## src/rtl/decode_queue_if.sv

```systemverilog
// rtl/decode_queue_if.sv - Fetch-side and issue-side handshake bundle for decode_queue; DECODE_ILLEGAL_TRAP_EN adds out_illegal
interface decode_queue_if;
    logic        in_valid;
    logic        in_ready;
    logic [31:0] in_inst;
    logic [31:0] in_pc;
    logic        in_pred_taken;
    logic        out_valid;
    logic        out_ready;
    logic [5:0]  out_op_type;
    logic [4:0]  out_rd;
    logic [4:0]  out_rs1;
    logic [4:0]  out_rs2;
    logic [31:0] out_imm;
    logic [31:0] out_pc;
    logic        out_pred_taken;
`ifdef DECODE_ILLEGAL_TRAP_EN
    logic        out_illegal;

    modport master (
        output in_valid, in_inst, in_pc, in_pred_taken, out_ready,
        input  in_ready, out_valid, out_op_type, out_rd, out_rs1, out_rs2,
               out_imm, out_pc, out_pred_taken, out_illegal
    );
    modport slave (
        input  in_valid, in_inst, in_pc, in_pred_taken, out_ready,
        output in_ready, out_valid, out_op_type, out_rd, out_rs1, out_rs2,
               out_imm, out_pc, out_pred_taken, out_illegal
    );
`else
    modport master (
        output in_valid, in_inst, in_pc, in_pred_taken, out_ready,
        input  in_ready, out_valid, out_op_type, out_rd, out_rs1, out_rs2,
               out_imm, out_pc, out_pred_taken
    );
    modport slave (
        input  in_valid, in_inst, in_pc, in_pred_taken, out_ready,
        output in_ready, out_valid, out_op_type, out_rd, out_rs1, out_rs2,
               out_imm, out_pc, out_pred_taken
    );
`endif
endinterface

```

## src/rtl/decode_queue.sv

```systemverilog
// rtl/decode_queue.sv - Buffered RV32I decoder: FIFO of fetched instructions feeding a registered decoded output slot
// DECODE_ILLEGAL_TRAP_EN: deliver OP_NULL entries with out_illegal instead of dropping them at pop
module decode_queue #(
    parameter int DEPTH  = 8,
    parameter int ADDR_W = $clog2(DEPTH)
) (
    input  logic            clk_in,
    input  logic            rst_in,
    input  logic            rdy_in,
    input  logic            flush_in,
    decode_queue_if.slave   io,
    output logic [ADDR_W:0] count_out
);
    localparam logic [5:0] OP_NULL = 6'd0,  OP_LUI  = 6'd1,  OP_AUIPC = 6'd2,  OP_JAL  = 6'd3,
                           OP_JALR = 6'd4,  OP_BEQ  = 6'd5,  OP_BNE   = 6'd6,  OP_BLT  = 6'd7,
                           OP_BGE  = 6'd8,  OP_BLTU = 6'd9,  OP_BGEU  = 6'd10, OP_LB   = 6'd11,
                           OP_LH   = 6'd12, OP_LW   = 6'd13, OP_LBU   = 6'd14, OP_LHU  = 6'd15,
                           OP_SB   = 6'd16, OP_SH   = 6'd17, OP_SW    = 6'd18, OP_ADDI = 6'd19,
                           OP_SLTI = 6'd20, OP_SLTIU = 6'd21, OP_XORI = 6'd22, OP_ORI  = 6'd23,
                           OP_ANDI = 6'd24, OP_SLLI = 6'd25, OP_SRLI  = 6'd26, OP_SRAI = 6'd27,
                           OP_ADD  = 6'd28, OP_SUB  = 6'd29, OP_SLL   = 6'd30, OP_SLT  = 6'd31,
                           OP_SLTU = 6'd32, OP_XOR  = 6'd33, OP_SRL   = 6'd34, OP_SRA  = 6'd35,
                           OP_OR   = 6'd36, OP_AND  = 6'd37;

    localparam logic [ADDR_W:0]   DEPTH_C = (ADDR_W+1)'(DEPTH);
    localparam logic [ADDR_W:0]   CNT_ONE = (ADDR_W+1)'(1);
    localparam logic [ADDR_W-1:0] PTR_ONE = ADDR_W'(1);

    logic [64:0]       mem_q [DEPTH];
    logic [ADDR_W-1:0] wr_ptr_q, wr_ptr_d, rd_ptr_q, rd_ptr_d;
    logic [ADDR_W:0]   count_q, count_d;
    logic              out_valid_q, out_valid_d;
    logic [5:0]        op_q, op_d;
    logic [4:0]        rd_q, rd_d, rs1_q, rs1_d, rs2_q, rs2_d;
    logic [31:0]       imm_q, imm_d, pc_q, pc_d;
    logic              pred_q, pred_d;
`ifdef DECODE_ILLEGAL_TRAP_EN
    logic              ill_q, ill_d;
`endif

    logic [64:0] head;
    logic [31:0] inst;
    logic [6:0]  opcode, f7;
    logic [2:0]  f3;
    logic [31:0] imm_i, imm_s, imm_b, imm_u, imm_j;
    logic [5:0]  dec_op;
    logic [4:0]  dec_rd, dec_rs1, dec_rs2;
    logic [31:0] dec_imm;
    logic        push, pop, xfer, load;

    assign head = mem_q[rd_ptr_q];
    assign inst = head[31:0];

    always_comb begin
        opcode  = inst[6:0];
        f3      = inst[14:12];
        f7      = inst[31:25];
        imm_i   = {{20{inst[31]}}, inst[31:20]};
        imm_s   = {{20{inst[31]}}, inst[31:25], inst[11:7]};
        imm_b   = {{19{inst[31]}}, inst[31], inst[7], inst[30:25], inst[11:8], 1'b0};
        imm_u   = {inst[31:12], 12'b0};
        imm_j   = {{11{inst[31]}}, inst[31], inst[19:12], inst[20], inst[30:21], 1'b0};
        dec_op  = OP_NULL;
        dec_rd  = inst[11:7];
        dec_rs1 = inst[19:15];
        dec_rs2 = inst[24:20];
        dec_imm = '0;
        case (opcode)
            7'b0110111: begin dec_op = OP_LUI;   dec_rs1 = '0; dec_rs2 = '0; dec_imm = imm_u; end
            7'b0010111: begin dec_op = OP_AUIPC; dec_rs1 = '0; dec_rs2 = '0; dec_imm = imm_u; end
            7'b1101111: begin dec_op = OP_JAL;   dec_rs1 = '0; dec_rs2 = '0; dec_imm = imm_j; end
            7'b1100111: begin
                dec_rs2 = '0;
                dec_imm = imm_i;
                if (f3 == 3'd0) dec_op = OP_JALR;
            end
            7'b1100011: begin
                dec_rd  = '0;
                dec_imm = imm_b;
                case (f3)
                    3'd0: dec_op = OP_BEQ;
                    3'd1: dec_op = OP_BNE;
                    3'd4: dec_op = OP_BLT;
                    3'd5: dec_op = OP_BGE;
                    3'd6: dec_op = OP_BLTU;
                    3'd7: dec_op = OP_BGEU;
                    default: ;
                endcase
            end
            7'b0000011: begin
                dec_rs2 = '0;
                dec_imm = imm_i;
                case (f3)
                    3'd0: dec_op = OP_LB;
                    3'd1: dec_op = OP_LH;
                    3'd2: dec_op = OP_LW;
                    3'd4: dec_op = OP_LBU;
                    3'd5: dec_op = OP_LHU;
                    default: ;
                endcase
            end
            7'b0100011: begin
                dec_rd  = '0;
                dec_imm = imm_s;
                case (f3)
                    3'd0: dec_op = OP_SB;
                    3'd1: dec_op = OP_SH;
                    3'd2: dec_op = OP_SW;
                    default: ;
                endcase
            end
            7'b0010011: begin
                dec_rs2 = '0;
                dec_imm = imm_i;
                case (f3)
                    3'd0: dec_op = OP_ADDI;
                    3'd2: dec_op = OP_SLTI;
                    3'd3: dec_op = OP_SLTIU;
                    3'd4: dec_op = OP_XORI;
                    3'd6: dec_op = OP_ORI;
                    3'd7: dec_op = OP_ANDI;
                    3'd1: if (f7 == 7'h00) dec_op = OP_SLLI;
                    3'd5: begin
                        if (f7 == 7'h00)      dec_op = OP_SRLI;
                        else if (f7 == 7'h20) dec_op = OP_SRAI;
                    end
                    default: ;
                endcase
            end
            7'b0110011: begin
                if (f7 == 7'h00) begin
                    case (f3)
                        3'd0: dec_op = OP_ADD;
                        3'd1: dec_op = OP_SLL;
                        3'd2: dec_op = OP_SLT;
                        3'd3: dec_op = OP_SLTU;
                        3'd4: dec_op = OP_XOR;
                        3'd5: dec_op = OP_SRL;
                        3'd6: dec_op = OP_OR;
                        default: dec_op = OP_AND;
                    endcase
                end else if (f7 == 7'h20) begin
                    if (f3 == 3'd0)      dec_op = OP_SUB;
                    else if (f3 == 3'd5) dec_op = OP_SRA;
                end
            end
            default: ;
        endcase
        // Illegal encodings carry no operand information downstream.
        if (dec_op == OP_NULL) begin
            dec_rd  = '0;
            dec_rs1 = '0;
            dec_rs2 = '0;
            dec_imm = '0;
        end
    end

    always_comb begin
        push = rdy_in && !flush_in && io.in_valid && (count_q != DEPTH_C);
        pop  = rdy_in && !flush_in && (count_q != '0) && (!out_valid_q || io.out_ready);
        xfer = rdy_in && !flush_in && out_valid_q && io.out_ready;
`ifdef DECODE_ILLEGAL_TRAP_EN
        load = pop;
`else
        load = pop && (dec_op != OP_NULL);
`endif
        wr_ptr_d    = wr_ptr_q;
        rd_ptr_d    = rd_ptr_q;
        count_d     = count_q;
        out_valid_d = out_valid_q;
        op_d        = op_q;
        rd_d        = rd_q;
        rs1_d       = rs1_q;
        rs2_d       = rs2_q;
        imm_d       = imm_q;
        pc_d        = pc_q;
        pred_d      = pred_q;
`ifdef DECODE_ILLEGAL_TRAP_EN
        ill_d       = ill_q;
`endif
        if (flush_in) begin
            wr_ptr_d    = '0;
            rd_ptr_d    = '0;
            count_d     = '0;
            out_valid_d = 1'b0;
        end else begin
            if (push) wr_ptr_d = wr_ptr_q + PTR_ONE;
            if (pop)  rd_ptr_d = rd_ptr_q + PTR_ONE;
            case ({push, pop})
                2'b10:   count_d = count_q + CNT_ONE;
                2'b01:   count_d = count_q - CNT_ONE;
                default: ;
            endcase
            if (load) begin
                out_valid_d = 1'b1;
                op_d        = dec_op;
                rd_d        = dec_rd;
                rs1_d       = dec_rs1;
                rs2_d       = dec_rs2;
                imm_d       = dec_imm;
                pc_d        = head[63:32];
                pred_d      = head[64];
`ifdef DECODE_ILLEGAL_TRAP_EN
                ill_d       = (dec_op == OP_NULL);
`endif
            end else if (xfer) begin
                out_valid_d = 1'b0;
            end
        end
    end

    always_ff @(posedge clk_in) begin
        if (push) mem_q[wr_ptr_q] <= {io.in_pred_taken, io.in_pc, io.in_inst};
    end

    always_ff @(posedge clk_in or negedge rst_in) begin
        if (!rst_in) begin
            wr_ptr_q    <= '0;
            rd_ptr_q    <= '0;
            count_q     <= '0;
            out_valid_q <= 1'b0;
            op_q        <= '0;
            rd_q        <= '0;
            rs1_q       <= '0;
            rs2_q       <= '0;
            imm_q       <= '0;
            pc_q        <= '0;
            pred_q      <= 1'b0;
`ifdef DECODE_ILLEGAL_TRAP_EN
            ill_q       <= 1'b0;
`endif
        end else begin
            wr_ptr_q    <= wr_ptr_d;
            rd_ptr_q    <= rd_ptr_d;
            count_q     <= count_d;
            out_valid_q <= out_valid_d;
            op_q        <= op_d;
            rd_q        <= rd_d;
            rs1_q       <= rs1_d;
            rs2_q       <= rs2_d;
            imm_q       <= imm_d;
            pc_q        <= pc_d;
            pred_q      <= pred_d;
`ifdef DECODE_ILLEGAL_TRAP_EN
            ill_q       <= ill_d;
`endif
        end
    end

    assign io.in_ready       = rdy_in && (count_q != DEPTH_C);
    assign io.out_valid      = out_valid_q;
    assign io.out_op_type    = op_q;
    assign io.out_rd         = rd_q;
    assign io.out_rs1        = rs1_q;
    assign io.out_rs2        = rs2_q;
    assign io.out_imm        = imm_q;
    assign io.out_pc         = pc_q;
    assign io.out_pred_taken = pred_q;
`ifdef DECODE_ILLEGAL_TRAP_EN
    assign io.out_illegal    = ill_q;
`endif
    assign count_out         = count_q;
endmodule

```

## src/flat_wrapper.sv

```systemverilog
// flat-port wrapper written by rule: the top's interface ports become plain ports
module decode_queue_flat 
#(
    parameter int DEPTH  = 8,
    parameter int ADDR_W = $clog2(DEPTH)
)
  (clk_in, rst_in, rdy_in, flush_in, count_out, io_in_valid, io_in_inst, io_in_pc, io_in_pred_taken, io_out_ready, io_in_ready, io_out_valid, io_out_op_type, io_out_rd, io_out_rs1, io_out_rs2, io_out_imm, io_out_pc, io_out_pred_taken);
  decode_queue_if io_i ();
  input  logic clk_in;
  input  logic rst_in;
  input  logic rdy_in;
  input  logic flush_in;
  output logic [ADDR_W:0] count_out;
  input wire logic [$bits(io_i.in_valid)-1:0] io_in_valid;
  input wire logic [$bits(io_i.in_inst)-1:0] io_in_inst;
  input wire logic [$bits(io_i.in_pc)-1:0] io_in_pc;
  input wire logic [$bits(io_i.in_pred_taken)-1:0] io_in_pred_taken;
  input wire logic [$bits(io_i.out_ready)-1:0] io_out_ready;
  output wire logic [$bits(io_i.in_ready)-1:0] io_in_ready;
  output wire logic [$bits(io_i.out_valid)-1:0] io_out_valid;
  output wire logic [$bits(io_i.out_op_type)-1:0] io_out_op_type;
  output wire logic [$bits(io_i.out_rd)-1:0] io_out_rd;
  output wire logic [$bits(io_i.out_rs1)-1:0] io_out_rs1;
  output wire logic [$bits(io_i.out_rs2)-1:0] io_out_rs2;
  output wire logic [$bits(io_i.out_imm)-1:0] io_out_imm;
  output wire logic [$bits(io_i.out_pc)-1:0] io_out_pc;
  output wire logic [$bits(io_i.out_pred_taken)-1:0] io_out_pred_taken;
  assign io_i.in_valid = io_in_valid;
  assign io_i.in_inst = io_in_inst;
  assign io_i.in_pc = io_in_pc;
  assign io_i.in_pred_taken = io_in_pred_taken;
  assign io_i.out_ready = io_out_ready;
  assign io_in_ready = io_i.in_ready;
  assign io_out_valid = io_i.out_valid;
  assign io_out_op_type = io_i.out_op_type;
  assign io_out_rd = io_i.out_rd;
  assign io_out_rs1 = io_i.out_rs1;
  assign io_out_rs2 = io_i.out_rs2;
  assign io_out_imm = io_i.out_imm;
  assign io_out_pc = io_i.out_pc;
  assign io_out_pred_taken = io_i.out_pred_taken;
  decode_queue #(.DEPTH(DEPTH), .ADDR_W(ADDR_W)) u_core (.clk_in(clk_in), .rst_in(rst_in), .rdy_in(rdy_in), .flush_in(flush_in), .io(io_i), .count_out(count_out));
endmodule
```

## config.mk

```make
export PLATFORM = sky130hd
export DESIGN_NAME = decode_queue_flat
export DESIGN_NICKNAME = d
export VERILOG_FILES = /design/src/rtl/decode_queue_if.sv /design/src/rtl/decode_queue.sv /design/src/flat_wrapper.sv
export SDC_FILE = /design/constraint.sdc
export NUM_CORES = 1
export LEC_CHECK = 0
export BUFFER_PORTS_ARGS = -buffer_cell sky130_fd_sc_hd__buf_2
export CORE_MARGIN = 2
export CORE_UTILIZATION = 51
export CTS_BUF_LIST = sky130_fd_sc_hd__clkbuf_8
export DETAILED_ROUTE_END_ITERATION = 12
export PLACE_DENSITY = 0.69
export SETUP_SLACK_MARGIN = 0.1
export SYNTH_ARGS = -nofsm -noshare
export SYNTH_HDL_FRONTEND = slang
export SYNTH_SLANG_ARGS = --single-unit
```

## constraint.sdc

```tcl
create_clock -name clk_in -period 6.7 [get_ports clk_in]
set_input_delay 1.34 -clock clk_in [delete_from_list [all_inputs] [get_ports clk_in]]
set_output_delay 1.34 -clock clk_in [all_outputs]
set_load 0.01 [all_outputs]
```

# Yosys cells after proc, flatten, opt, wreduce, memory -nomap -nowiden
# Memory sizes are Yosys's and may differ from the RTL's.
# Cells that the tools add are included.
word_totals:
  ramBits: 520
  ff_bits: 97
  elab_cells: 97
  memories: 1
  in_bits: 71
mem_list:
  columns: ["memory", "words", "width", "rd", "rd_clocked_by_memory_dff", "wr", "line_no", "source"]
  rows:
  - ["u_core.mem_q", 8, 65, 1, 0, 1, "decode_queue.sv:29", "logic [64:0] mem_q [DEPTH];"]
classes:
  n_reduce_logical: 27
  muxes: 33
  bitwise: 1
  eq_ne: 20
  addsub: 4
ops:
  columns: ["operator", "n"]
  rows:
  - ["$pmux W32 S5", 1]
  - ["$pmux W6 S9", 1]
  - ["$pmux W6 S8", 1]
  - ["$pmux W6 S7", 1]
  - ["$mux W5", 8]
  - ["$mux W32", 1]
  - ["$mux W6", 5]
  - ["$eq A7 B6 Y1 const B", 4]
  - ["$pmux W4 S6", 1]
  - ["$eq A7 B7 Y1 const B", 3]
  - ["$pmux W4 S5", 1]
  - ["$mux W3", 5]
  - ["$pmux W5 S3", 1]
  - ["$eq A7 B5 Y1 const B", 2]
  - ["$eq A3 B3 Y1 const B", 4]
  - ["$logic_and A1 B1 Y1", 9]
  - ["$pmux W4 S2", 1]
  - ["$eq A7 B2 Y1 const B", 1]
  - ["$logic_not A7 Y1", 1]
  - ["$add A3 B1 Y3 const B", 2]
  - ["$eq A3 B2 Y1 const B", 2]
  - ["$logic_not A6 Y1", 1]
  - ["$reduce_bool A3 Y1", 2]
  - ["$reduce_bool A6 Y1", 1]
  - ["other kinds (18)", 26]

# Depth between registers and ports, before layout
# Gate-level depths: netlist of the first run.
# An unclocked memory read counts as a cell.
depth:
  depth_word: 11
  mapped_depth: 14
  depth_no_buf: 13

# Worst setup path before layout of the first run
# No wires, ideal clock.
synth_path:
  kind: "input port to flip-flop"
  start: "in flush_in"
  end: "mem u_core.mem_q[0][0] (enable)"
  arrival_ps: 6428
  cell_stages: 6
  setup_ps: 568
  path_buffers: 1
  setup_slack_ps: -296
  cell_sequence: "clkbuf_1 inv_1 nand2_1 nor2b_1 nand2b_1 nor3_1"
synth_between:
  elab_chain_cells: 6
synth_rtl:
  columns: ["element", "line_no", "source"]
  rows:
  - ["start, declared", "flat_wrapper.sv:12", "input logic flush_in;"]
  - ["$logic_not A1 Y1", "decode_queue.sv:159", "push = rdy_in && !flush_in && io.in_valid && (count_q != DEPTH_C);"]
  - ["$logic_and A1 B1 Y1 (3 in series)", "decode_queue.sv:159", null]
  - ["$mux W1", "decode_queue.sv:213", "if (push) mem_q[wr_ptr_q] <= {io.in_pred_taken, io.in_pc, io.in_inst};"]
  - ["$mux W1 (not written as such)", "decode_queue.sv:213", null]
  - ["end, declared", "decode_queue.sv:29", null]
# No other way between the ends.

# Worst setup path after layout of the first run
layout_path:
  start: "reg u_core.rd_ptr_q[0]"
  end: "reg u_core.pc_q[30] (netlist: u_core.io.out_pc[30])"
layout_between:
  elab_chain_cells: 10
layout_rtl:
  columns: ["element", "line_no", "source"]
  rows:
  - ["start, declared", "decode_queue.sv:30", "logic [ADDR_W-1:0] wr_ptr_q, wr_ptr_d, rd_ptr_q, rd_ptr_d;"]
  - ["start signal, assigned", "decode_queue.sv:234", "rd_ptr_q <= rd_ptr_d;"]
  - ["$mem_v2 Z8 W65 (*)", null, null]
  - ["branches (longest 9 deep; another with $pmux W6 S9)", null, null]
  - ["end signal, assigned", "decode_queue.sv:242", "pc_q <= pc_d;"]
  - ["end, declared", "decode_queue.sv:35", "logic [31:0] imm_q, imm_d, pc_q, pc_d;"]
# Mark *: on every way between the ends.
# A chain may end at the register's enable or synchronous reset.

==> results of run 1 <==
-- cell type report --
| class | count | area, um^2 |
|---|---|---|
| Fill cell | 3509 | 19500 |
| Sequential cell | 617 | 18100 |
| Multi-Input combinational cell | 532 | 6300 |
| Clock buffer | 113 | 1560 |
| Timing Repair Buffer | 188 | 1050 |
| Tap cell | 615 | 769 |
| Clock inverter | 70 | 372 |
| Inverter | 11 | 41.3 |
| Antenna cell | 1 | 2.50 |
-- metrics by stage --
stage,std cells,setup slack [ns]
detailed placement,1963,1.63
global placement,1963,1.66
floorplan,1217,1.45
finish,2147,1.58
CTS,2146,1.62
global route,2146,1.22
-- where the power goes --
part           total, mW  switching, mW  leakage, nW  internal, mW
sequential          4.61          0.207         5.92          4.40
clock               3.07           1.45         1.13          1.63
combinational       1.41          0.696         2.73         0.714
total               9.09           2.35         9.77          6.75
-- flip-flops by register name, summed over array words and instances (netlist names) --
signal and count:
u_core.io.out_pred_taken 1, u_core.rd_ptr_q 3, u_core.mem_q 520, u_core.io.out_pc 32, u_core.io.out_rs2 5, u_core.io.out_rd 5, u_core.wr_ptr_q 3, u_core.io.out_rs1 5
u_core.io.out_valid 1, u_core.io.out_imm 32, u_core.io.out_op_type 6, u_core.count_out 4
-- metal layers --
layer  vias up  track usage, %  part of all wire (%)  wire length, um
met4        24            7.08                   2.5             1330
met1      6509            29.4                    44            23000
li1       5458               -                     -                -
met3       124            5.97                   6.2             3270
met2       386            33.5                    47            24900
met5         -               0                  0.29              151
-- cells in the final DEF, fill, tap and decap left out, types with 26 or more instances in the layout --
| cell | n |
|---|---|
| edfxtp_1 | 520 |
| buf_2 | 161 |
| mux4_2 | 125 |
| clkbuf_8 | 113 |
| dfrtp_1 | 94 |
| mux2_2 | 60 |
| nor2_1 | 53 |
| mux2_4 | 50 |
| inv_1 | 48 |
| nand2_1 | 34 |
| o21ai_0 | 26 |
-- worst max-delay path, cell delays in order, from the launching register on --
cell and delay [ns]:
dfrtp_4 0.90, mux4_1 0.68, mux2i_4 0.24, nand3_1 0.23
nor3_1 0.92, nand4_1 0.16, o221ai_1 0.23, nor2_1 0.15
a31oi_4 0.49, buf_12 0.43, mux2_2 0.39
-- how the worst max path moves through the flow --
| stage | cells past startpoint | slack [ns] | to |
|---|---|---|---|
| 2_1_floorplan | 6 | 1.45 | u_core.mem_q[6][0] |
| 3_3_place_gp | 10 | 1.66 | u_core.io.out_pc[31] |
| 3_5_place_dp | 10 | 1.63 | u_core.io.out_pc[31] |
| 4_1_cts | 10 | 1.62 | u_core.io.out_pc[19] |
| 5_1_grt | 10 | 1.22 | u_core.io.out_pc[27] |
| 6_report | 10 | 1.58 | u_core.io.out_pc[30] |
-- synth_stat cells, types with 5 or more instances --
library cell,number
edfxtp_1,520
buf_2,13
buf_1,14
nand2_1,34
nand3_1,13
nor4_1,5
inv_1,11
a21oi_1,13
nor3_1,9
clkbuf_1,21
and3_1,5
mux2_4,50
mux2_2,60
o22ai_1,10
o21ai_0,26
mux2i_1,24
buf_6,8
mux4_2,125
dfrtp_1,97
nand2b_1,5
nor2_1,59
o32a_1,9
-- kinds of logic after synthesis --
kind of cell	count (synthesis)
fa+ha+maj	5
compound gates	99
mux	269
flops	617
simple gates	151
buf+inv	68
xor+xnor	8
==> metrics.md, run 1 <==
| Metric | Value |
|---|---|
| Status | `finished, final reports clean` |
| Layout Nets | `1,525` |
| Area grow syn2layout | `14.3%` |
| Post-CTS resize count | `0` |
| First-pass GRT wire length | `79.3 mm` |
| Fin crit share | `76.5%` |
| Synth Area in Compound Gates | `2.91%` |
| Post-Route WL | `52.6 mm` |
| Total setup buffers inserted after CTS | `0` |
| Unrepaired setup endpoints after global routing | `false` |
| Worst hold endpoint | `u_core.io.out_pc[12]` |
| Final Hold Vio Count | `0` |
| CTS sink cnt | `617` |
| Synth Cell Area | `24,600 um^2` |
| Clk_skew | `0.0208 ns` |
| Netlist cell types | `70` |
| Startpoint class of the critical path | `register` |
| HP Start | `u_core.io.out_pc[12]` |
| Arrival @ worst endpoint | `5.68 ns` |
| Cell Rows | `80` |
| Min Tclk post-route | `5.12 ns` |
| Register area share after synthesis | `73.3%` |
| R2R setup slack | `1.58 ns` |
| Die height | `224 um` |
| Origin of the worst setup path | `u_core.rd_ptr_q[0]` |
| XOR/XNOR share of the synthesized area | `0.285%` |
| Post-synth EDFFs | `520` |
| RePlAce Congestion | `0.898` |
| Initial Util | `51.6%` |
| Post-Synth Simple-Gate Area | `2.98%` |
| CP required | `7.25 ns` |
| Adder-cell share of the synthesized area | `0.285%` |
| Fin. max-slew vios | `0` |
| Gr usage total | `21.4%` |
| Largest fanout on the critical path | `57` |
| Final setup fails | `0` |
| Worst Hold Path Cells | `1` |
| Largest family of logic cells by synthesized area | `multiplexers` |
| Drt pass-1 iters | `5` |
| CP Capture Type | `register` |
| Initial antenna violation count | `13` |
| Synthesized instance count | `1,217` |
| Total power | `9.09 mW` |
| Top post-synthesis cells by area | `edfxtp_1 63%, mux4_2 11%, dfrtp_1 9.9%` |
| Max-cap violations | `0` |
| IO buf count | `162` |
| Die area | `50,000 um^2` |
| Root Buffer | `clkbuf_8` |
| CP Class | `reg2reg` |
| Core ar. | `47,600 um^2` |
| FMAX | `195 MHz` |
| Layout cells sized above 1 | `38.1%` |
| R2R Path End | `u_core.io.out_pc[30]` |
| Dpl hpwl | `30.0 mm` |
| Vias in the first global route | `13.0k` |
| Clk pin slew, worst setup/hold paths | `0.06 ns` |
| H-tree levels | `3` |
| Async SR Flop Fraction | `15.7%` |
| Post-route cell area | `28,100 um^2` |
| Leakage | `9.77 nW` |
| First DRT Iteration DRCs | `990` |
| Routed len/inst | `24.5 um` |
| Area of placed instances | `26,200 um^2` |
| Cts bufs inserted | `99` |
| R2R cell count | `10` |
| Synth area leader | `edfxtp_1` |
| Clock Path Buffers | `3` |
| Skew-Pair Late Insertion Delay | `0.68 ns` |
| Syn_nets | `1,293` |
| Hold crit path type | `reg2reg` |
| Final core occ | `59.1%` |
| VDD IR-drop max | `0.210 mV` |
| ANT nets after route | `0` |
| Hold slack | `0.502 ns` |
| DR vias | `12.5k` |
| CTS tree | `done` |
| PD cells | `323 nW/um^2` |
| Post-synthesis mux area share | `18.9%` |
| Area fraction of the dominant cell type after synthesis | `63.5%` |
| Actual slew at the worst max-slew pin | `1.12 ns` |
| Syn_area_per_cell | `20.2 um^2` |
| Residual DRC | `0` |
| IO Pins | `163` |
| Slew HR | `24.7%` |
| DR vias/cell | `5.82` |
| Die width | `224 um` |
| Setup TNS | `0 ns` |
| Grt total ovfl | `0` |
| Main synth FF type | `edfxtp_1` |
| CTS Hold Bufs | `0` |
| Yosys Warn Count | `0` |
| Crit Reg-Reg Startpoint | `u_core.rd_ptr_q[0]` |
| FF+latch count, synth | `617` |
| Pin count of the biggest net entering global routing | `62` |
Note: power is estimated with default switching activity, not from simulation.
==> run 2: changes to the inputs <==
Settings changed: ABC_AREA from default to 1.
Clock period 6.7 ns to 5.2 ns, I/O delays scaled along.
==> metrics.md, run 2 <==
| Metric | Value |
|---|---|
| Status | `finished, final reports clean` |
| FMAX | `248 MHz` |
| Post-route cell area | `28,700 um^2` |
| Clock Path Buffers | `3` |
| Synth Cell Area | `25,300 um^2` |
| Register area share after synthesis | `71.2%` |
| Vias in the first global route | `16.8k` |
| Actual slew at the worst max-slew pin | `1.02 ns` |
| Combinational share of power | `19.8%` |
| Internal | `8.57 mW` |
| Grt total ovfl | `0` |
| Startpoint class of the critical path | `register` |
| IO buf count | `162` |
| CP Class | `reg2reg` |
| CP required | `5.80 ns` |
| First DRT Iteration DRCs | `1,666` |
| Initial Util | `51.7%` |
| Layout Nets | `2,465` |
| Skew-Pair Late Insertion Delay | `0.68 ns` |
| Unrepaired setup endpoints after global routing | `false` |
| Initial antenna violation count | `12` |
| Pin count of the biggest net entering global routing | `193` |
| VDD IR-drop max | `0.250 mV` |
| Fin crit share | `77.5%` |
| Post-synth top cells | `645 x nand2_1, 520 x edfxtp_1, 246 x nand3_1` |
| Psw | `3.74 mW` |
| Residual DRC | `0` |
| DR vias/cell | `5.50` |
| Part of the power in registers | `47.3%` |
| RePlAce Congestion | `0.918` |
| Top reg by flops | `u_core.mem_q` |
| CTS Hold Bufs | `0` |
| Setup TNS | `0 ns` |
| Hold slack | `0.464 ns` |
| Hold crit path type | `reg2reg` |
| H-tree levels | `3` |
| Share of total power in the clock network | `32.9%` |
| Clk_skew | `0.0243 ns` |
| Final Hold Vio Count | `0` |
| Syn_area_per_cell | `11.4 um^2` |
| Die area | `51,500 um^2` |
| PD cells | `428 nW/um^2` |
| Root Buffer | `clkbuf_8` |
| Top post-synthesis cells by area | `edfxtp_1 62%, dfrtp_1 9.6%, nand2_1 9.6%` |
| Final setup fails | `0` |
| Post-synth EDFFs | `520` |
| Min Tclk post-route | `4.03 ns` |
| Drt pass-1 iters | `7` |
| Cell Rows | `81` |
| Synth area leader | `edfxtp_1` |
| Yosys Warn Count | `0` |
| Netlist cell types | `37` |
| CP Capture Type | `register` |
| Leading cell types in the layout, fill and taps excluded | `645 x nand2_1, 520 x edfxtp_1, 246 x nand3_1, 163 x inv_1, 161 x buf_2` |
| Die height | `227 um` |
| Gr usage total | `23.8%` |
| Layout filler cell count | `4,014` |
| Fin. max-slew vios | `0` |
| Routed len/inst | `19.3 um` |
| Max-cap violations | `0` |
| Cts bufs inserted | `99` |
| Syn_nets | `2,305` |
| CTS tree | `done` |
| Number of flip-flops in the largest register | `520` |
| Multi-input combinational cell area | `6300 um^2` |
| Main synth FF type | `edfxtp_1` |
| Arrival @ worst endpoint | `4.63 ns` |
| First-pass GRT wire length | `93.2 mm` |
| FF+latch count, synth | `617` |
| Total setup buffers inserted after CTS | `0` |
| Top-count cell post-synth | `nand2_1` |
| Storage cell area | `18,000 um^2` |
| IO Pins | `163` |
| Post-Route WL | `60.6 mm` |
| Synthesized instance count | `2,229` |
| Commonest non-fill, non-tap cell in the layout | `nand2_1` |
| Area of placed instances | `26,800 um^2` |
| Post-CTS resize count | `0` |
| DR vias | `17.3k` |
| Largest fanout on the critical path | `192` |
| Slew HR | `32.3%` |
| Layout cells sized above 1 | `13.9%` |
| Leakage | `11.9 nW` |
| Net Sw Frac | `30.3%` |
| Area fraction of the dominant cell type after synthesis | `61.6%` |
| CTS sink cnt | `617` |
| Die width | `227 um` |
| ANT nets after route | `0` |
| Area grow syn2layout | `13.5%` |
| Async SR Flop Fraction | `15.7%` |
| Clk pin slew, worst setup/hold paths | `0.06 ns` |
| Dpl hpwl | `32.9 mm` |
| Core ar. | `49,000 um^2` |
[run 2: path summary, 6_finish.rpt]
kind                       cells after the start            startpoint  slack [ns]                    to
min reg2reg                                    2  u_core.io.out_pc[18]        0.46  u_core.io.out_pc[18]
min in group asynchronous                      1                rst_in        0.49  u_core.io.out_rs1[3]
max                                           16    u_core.rd_ptr_q[0]        1.17  u_core.io.out_pc[21]
max in group asynchronous                      2                rst_in        3.65   u_core.count_out[1]
min                                            2  u_core.io.out_pc[18]        0.46  u_core.io.out_pc[18]
max reg2reg                                   16    u_core.rd_ptr_q[0]        1.17  u_core.io.out_pc[21]
[run 2: worst max-delay path, stage by stage, from the launching register on]
cell and delay (ns):
dfrtp_4 0.45, buf_12 0.55, nand3_1 0.18, nand3_1 0.14, nand3_1 0.09, nand2_1 0.20
nand3_2 0.17, nor2_1 0.35, nand3_1 0.12, nand2_1 0.09, inv_1 0.05, nand3_1 0.15
nor2_1 0.10, nand3_4 0.10, buf_4 0.77, nand3_1 0.18, nand2_1 0.15
[run 2: power groups by stage]
stage	combinational, mW	clock [mW]	sequential (mW)
final	2.44	4.04	5.82
after global routing	2.74	4.34	5.85
after CTS	2.44	4.11	5.82
after detailed placement	2.44	0	5.92
after global placement	2.37	0	5.91
after floorplan	1.53	0	5.99
[run 2: per-layer routing]
metal / up-vias / GRT usage (%) / wire (um)
met5: - / 0 / 72
met4: 10 / 9.59 / 1590
met3: 126 / 5.05 / 4340
met2: 631 / 38.3 / 29000
met1: 8418 / 31.6 / 25600
li1: 8107 / - / -
[run 2: cell families after synthesis]
family                   after synthesis  share of synthesized area (%)
adder cells (fa/ha/maj)                5                          0.277
flip-flops                           617                           71.2
buffers and inverters                249                           4.22
XOR/XNOR                               3                          0.104
AND/OR/NAND/NOR                     1050                           17.0
AO/OA/AOI/OAI                        305                           7.15
[run 2: final cells by class]
cell class / instances / share of cell area [%]
antenna: 6 / 0.0522
clock buffer: 109 / 5.22
clock inverter: 75 / 1.58
inverter: 119 / 1.58
multi-input combinational: 1363 / 21.9
sequential: 617 / 62.8
tap: 664 / 2.89
timing repair buffer: 189 / 3.97
[run 2: stage by stage]
stage	worst slack, ns	total power, mW	std cells	utilization [%]
2_1_floorplan	0.188	7.52	2229	-
3_3_place_gp	1.26	8.28	2952	54.7
3_5_place_dp	1.17	8.36	2952	54.7
4_1_cts	1.16	12.4	3136	58.7
5_1_grt	0.807	12.9	3140	58.7
6_report	1.17	12.3	3142	58.7
==> run 3: changes to the inputs <==
Settings changed: ABC_AREA 1 to 0.
Clock period 5.2 ns to 4 ns, I/O delays scaled along.
==> metrics.md, run 3 (synthesized netlist as in run 1, its figures left out) <==
| Metric | Value |
|---|---|
| Vias in the first global route | `13.2k` |
| Area of placed instances | `26,600 um^2` |
| Die area | `50,000 um^2` |
| Leakage | `10.0 nW` |
| Final core occ | `60.1%` |
| Commonest non-fill, non-tap cell in the layout | `edfxtp_1` |
| Clk pin slew, worst setup/hold paths | `0.06 ns` |
| Status | `finished, final reports clean` |
| Storage cell area | `18,100 um^2` |
| First DRT Iteration DRCs | `926` |
| Layout cells sized above 1 | `39.3%` |
| Max incr delay on CP | `0.52 ns` |
| Post-route cell area | `28,600 um^2` |
| PD cells | `530 nW/um^2` |
| Arrival @ worst endpoint | `4.37 ns` |
| First-pass GRT wire length | `81.4 mm` |
| Crit Reg-Reg Startpoint | `u_core.rd_ptr_q[0]` |
| Initial antenna violation count | `10` |
| Top reg by flops | `u_core.mem_q` |
| H-tree levels | `3` |
| Max-cap violations | `0` |
| Core ar. | `47,600 um^2` |
| Pin count of the biggest net entering global routing | `69` |
| Root Buffer | `clkbuf_8` |
| CTS sink cnt | `617` |
| ANT nets after route | `0` |
| Post-Route WL | `54.3 mm` |
| Final Non-Filler Cells | `2,192` |
| Leading cell types in the layout, fill and taps excluded | `520 x edfxtp_1, 161 x buf_2, 125 x mux4_2, 104 x clkbuf_8, 94 x dfrtp_1` |
| Area grow syn2layout | `16.4%` |
| Routed len/inst | `24.8 um` |
| Largest fanout on the critical path | `19` |
| Residual DRC | `0` |
| Slew HR | `35.2%` |
| Unrepaired setup endpoints after global routing | `false` |
| Worst-path cell chain | `buf_4 -> mux4_2 -> mux2_2 -> or3_1 -> nor4_1 -> a311oi_2 -> nor3b_4 -> a31oi_4 -> buf_12 -> buf_12 -> mux2_2` |
| Actual slew at the worst max-slew pin | `0.972 ns` |
| Cell Rows | `80` |
| Initial Util | `51.6%` |
| CTS tree | `done` |
| Final setup fails | `0` |
| VDD IR-drop max | `0.376 mV` |
| DR vias | `12.7k` |
| Grt total ovfl | `0` |
| Cts bufs inserted | `100` |
| Slowest CP cell | `dfrtp_4` |
| DP Cell Count | `1,992` |
| Number of flip-flops in the largest register | `520` |
| RePlAce Congestion | `0.927` |
| Startpoint class of the critical path | `register` |
| Clk_skew | `0.0334 ns` |
| FMAX | `261 MHz` |
| Fin crit share | `95.9%` |
| Multi-input combinational cell area | `6320 um^2` |
| Drt pass-1 iters | `5` |
| IO buf count | `162` |
| Die width | `224 um` |
| Hold crit path type | `in2async` |
| Clock Path Buffers | `3` |
| Skew-Pair Late Insertion Delay | `0.67 ns` |
| DR vias/cell | `5.80` |
| Dpl hpwl | `31.5 mm` |
| Fin. max-slew vios | `0` |
| IO Pins | `163` |
| Origin of the worst setup path | `u_core.rd_ptr_q[0]` |
| CP Class | `reg2reg` |
| Layout Nets | `1,570` |
| R2R cell count | `11` |
| Die height | `224 um` |
| CP Capture Type | `register` |
| Gr usage total | `21.9%` |
| CP required | `4.53 ns` |
| Final Hold Vio Count | `0` |
| Layout filler cell count | `3,543` |
| Min Tclk post-route | `3.84 ns` |
| CTS Hold Bufs | `0` |
-- run 3: layout make-up --
class | count | share of cell area (%)
flip-flops and latches | 617 | 63.1
well taps | 615 | 2.69
clock inverters | 80 | 1.42
multi-input cells | 532 | 22.1
inverters | 11 | 0.144
clock buffers | 104 | 5.00
repair buffers | 232 | 5.63
diodes | 1 | 0.00874
-- run 3: final timing paths --
check	endpoint	slack (ns)
setup / recovery	u_core.io.out_pc[31]	0.16
hold / removal	u_core.io.out_imm[5]	0.28
setup reg to reg	u_core.io.out_pc[31]	0.16
hold reg to reg	u_core.io.out_pc[12]	0.49
max in group asynchronous	u_core.io.out_pc[12]	2.84
min in group clk_in	u_core.mem_q[0][25]	0.38
-- run 3: routing by layer --
metal	vias up	share of wire, %	GRT usage (%)
met4	16	2.3	7.25
met2	408	48	35.0
met3	120	6.2	5.14
li1	5542	-	-
met1	6626	43	30.2
met5	-	0.20	0
-- run 3: through the flow --
step / power [mW] / hold slack [ns] / worst slack (ns) / setup TNS [ns]
finish: 15.2 / 0.281 / 0.163 / 0
global route: 15.8 / 0.327 / 0.0485 / 0
CTS: 15.3 / 0.278 / 0.108 / 0
detailed placement: 10.3 / 0.478 / 0.0115 / 0
global placement: 10.3 / 0.472 / 0.0723 / 0
floorplan: 9.36 / 0.504 / -0.712 / -336.44
-- run 3: report_power, final --
group          leakage, nW  internal, mW  total [mW]  switching, mW
clock                 1.10          2.60        4.96           2.36
combinational         3.01          1.29        2.56           1.27
sequential            5.92          7.38        7.66          0.281
-- run 3: timing repair --
item | CTS | global route
pin swaps | 0 | 1
buffers inserted | 1 | 10
endpoints found under the setup margin | 69 | 73
gates cloned | 0 | 4
resized for setup | 0 | 3
-- run 3: worst max-delay path, delay by kind of cell (launching register included) --
family / cells / cell delay, ns
AOI/OAI and AO/OA: 2 / 0.26
buffers and inverters: 3 / 0.51
DFF: 1 / 0.52
muxes: 3 / 1.19
and+or+nand+nor: 3 / 1.16
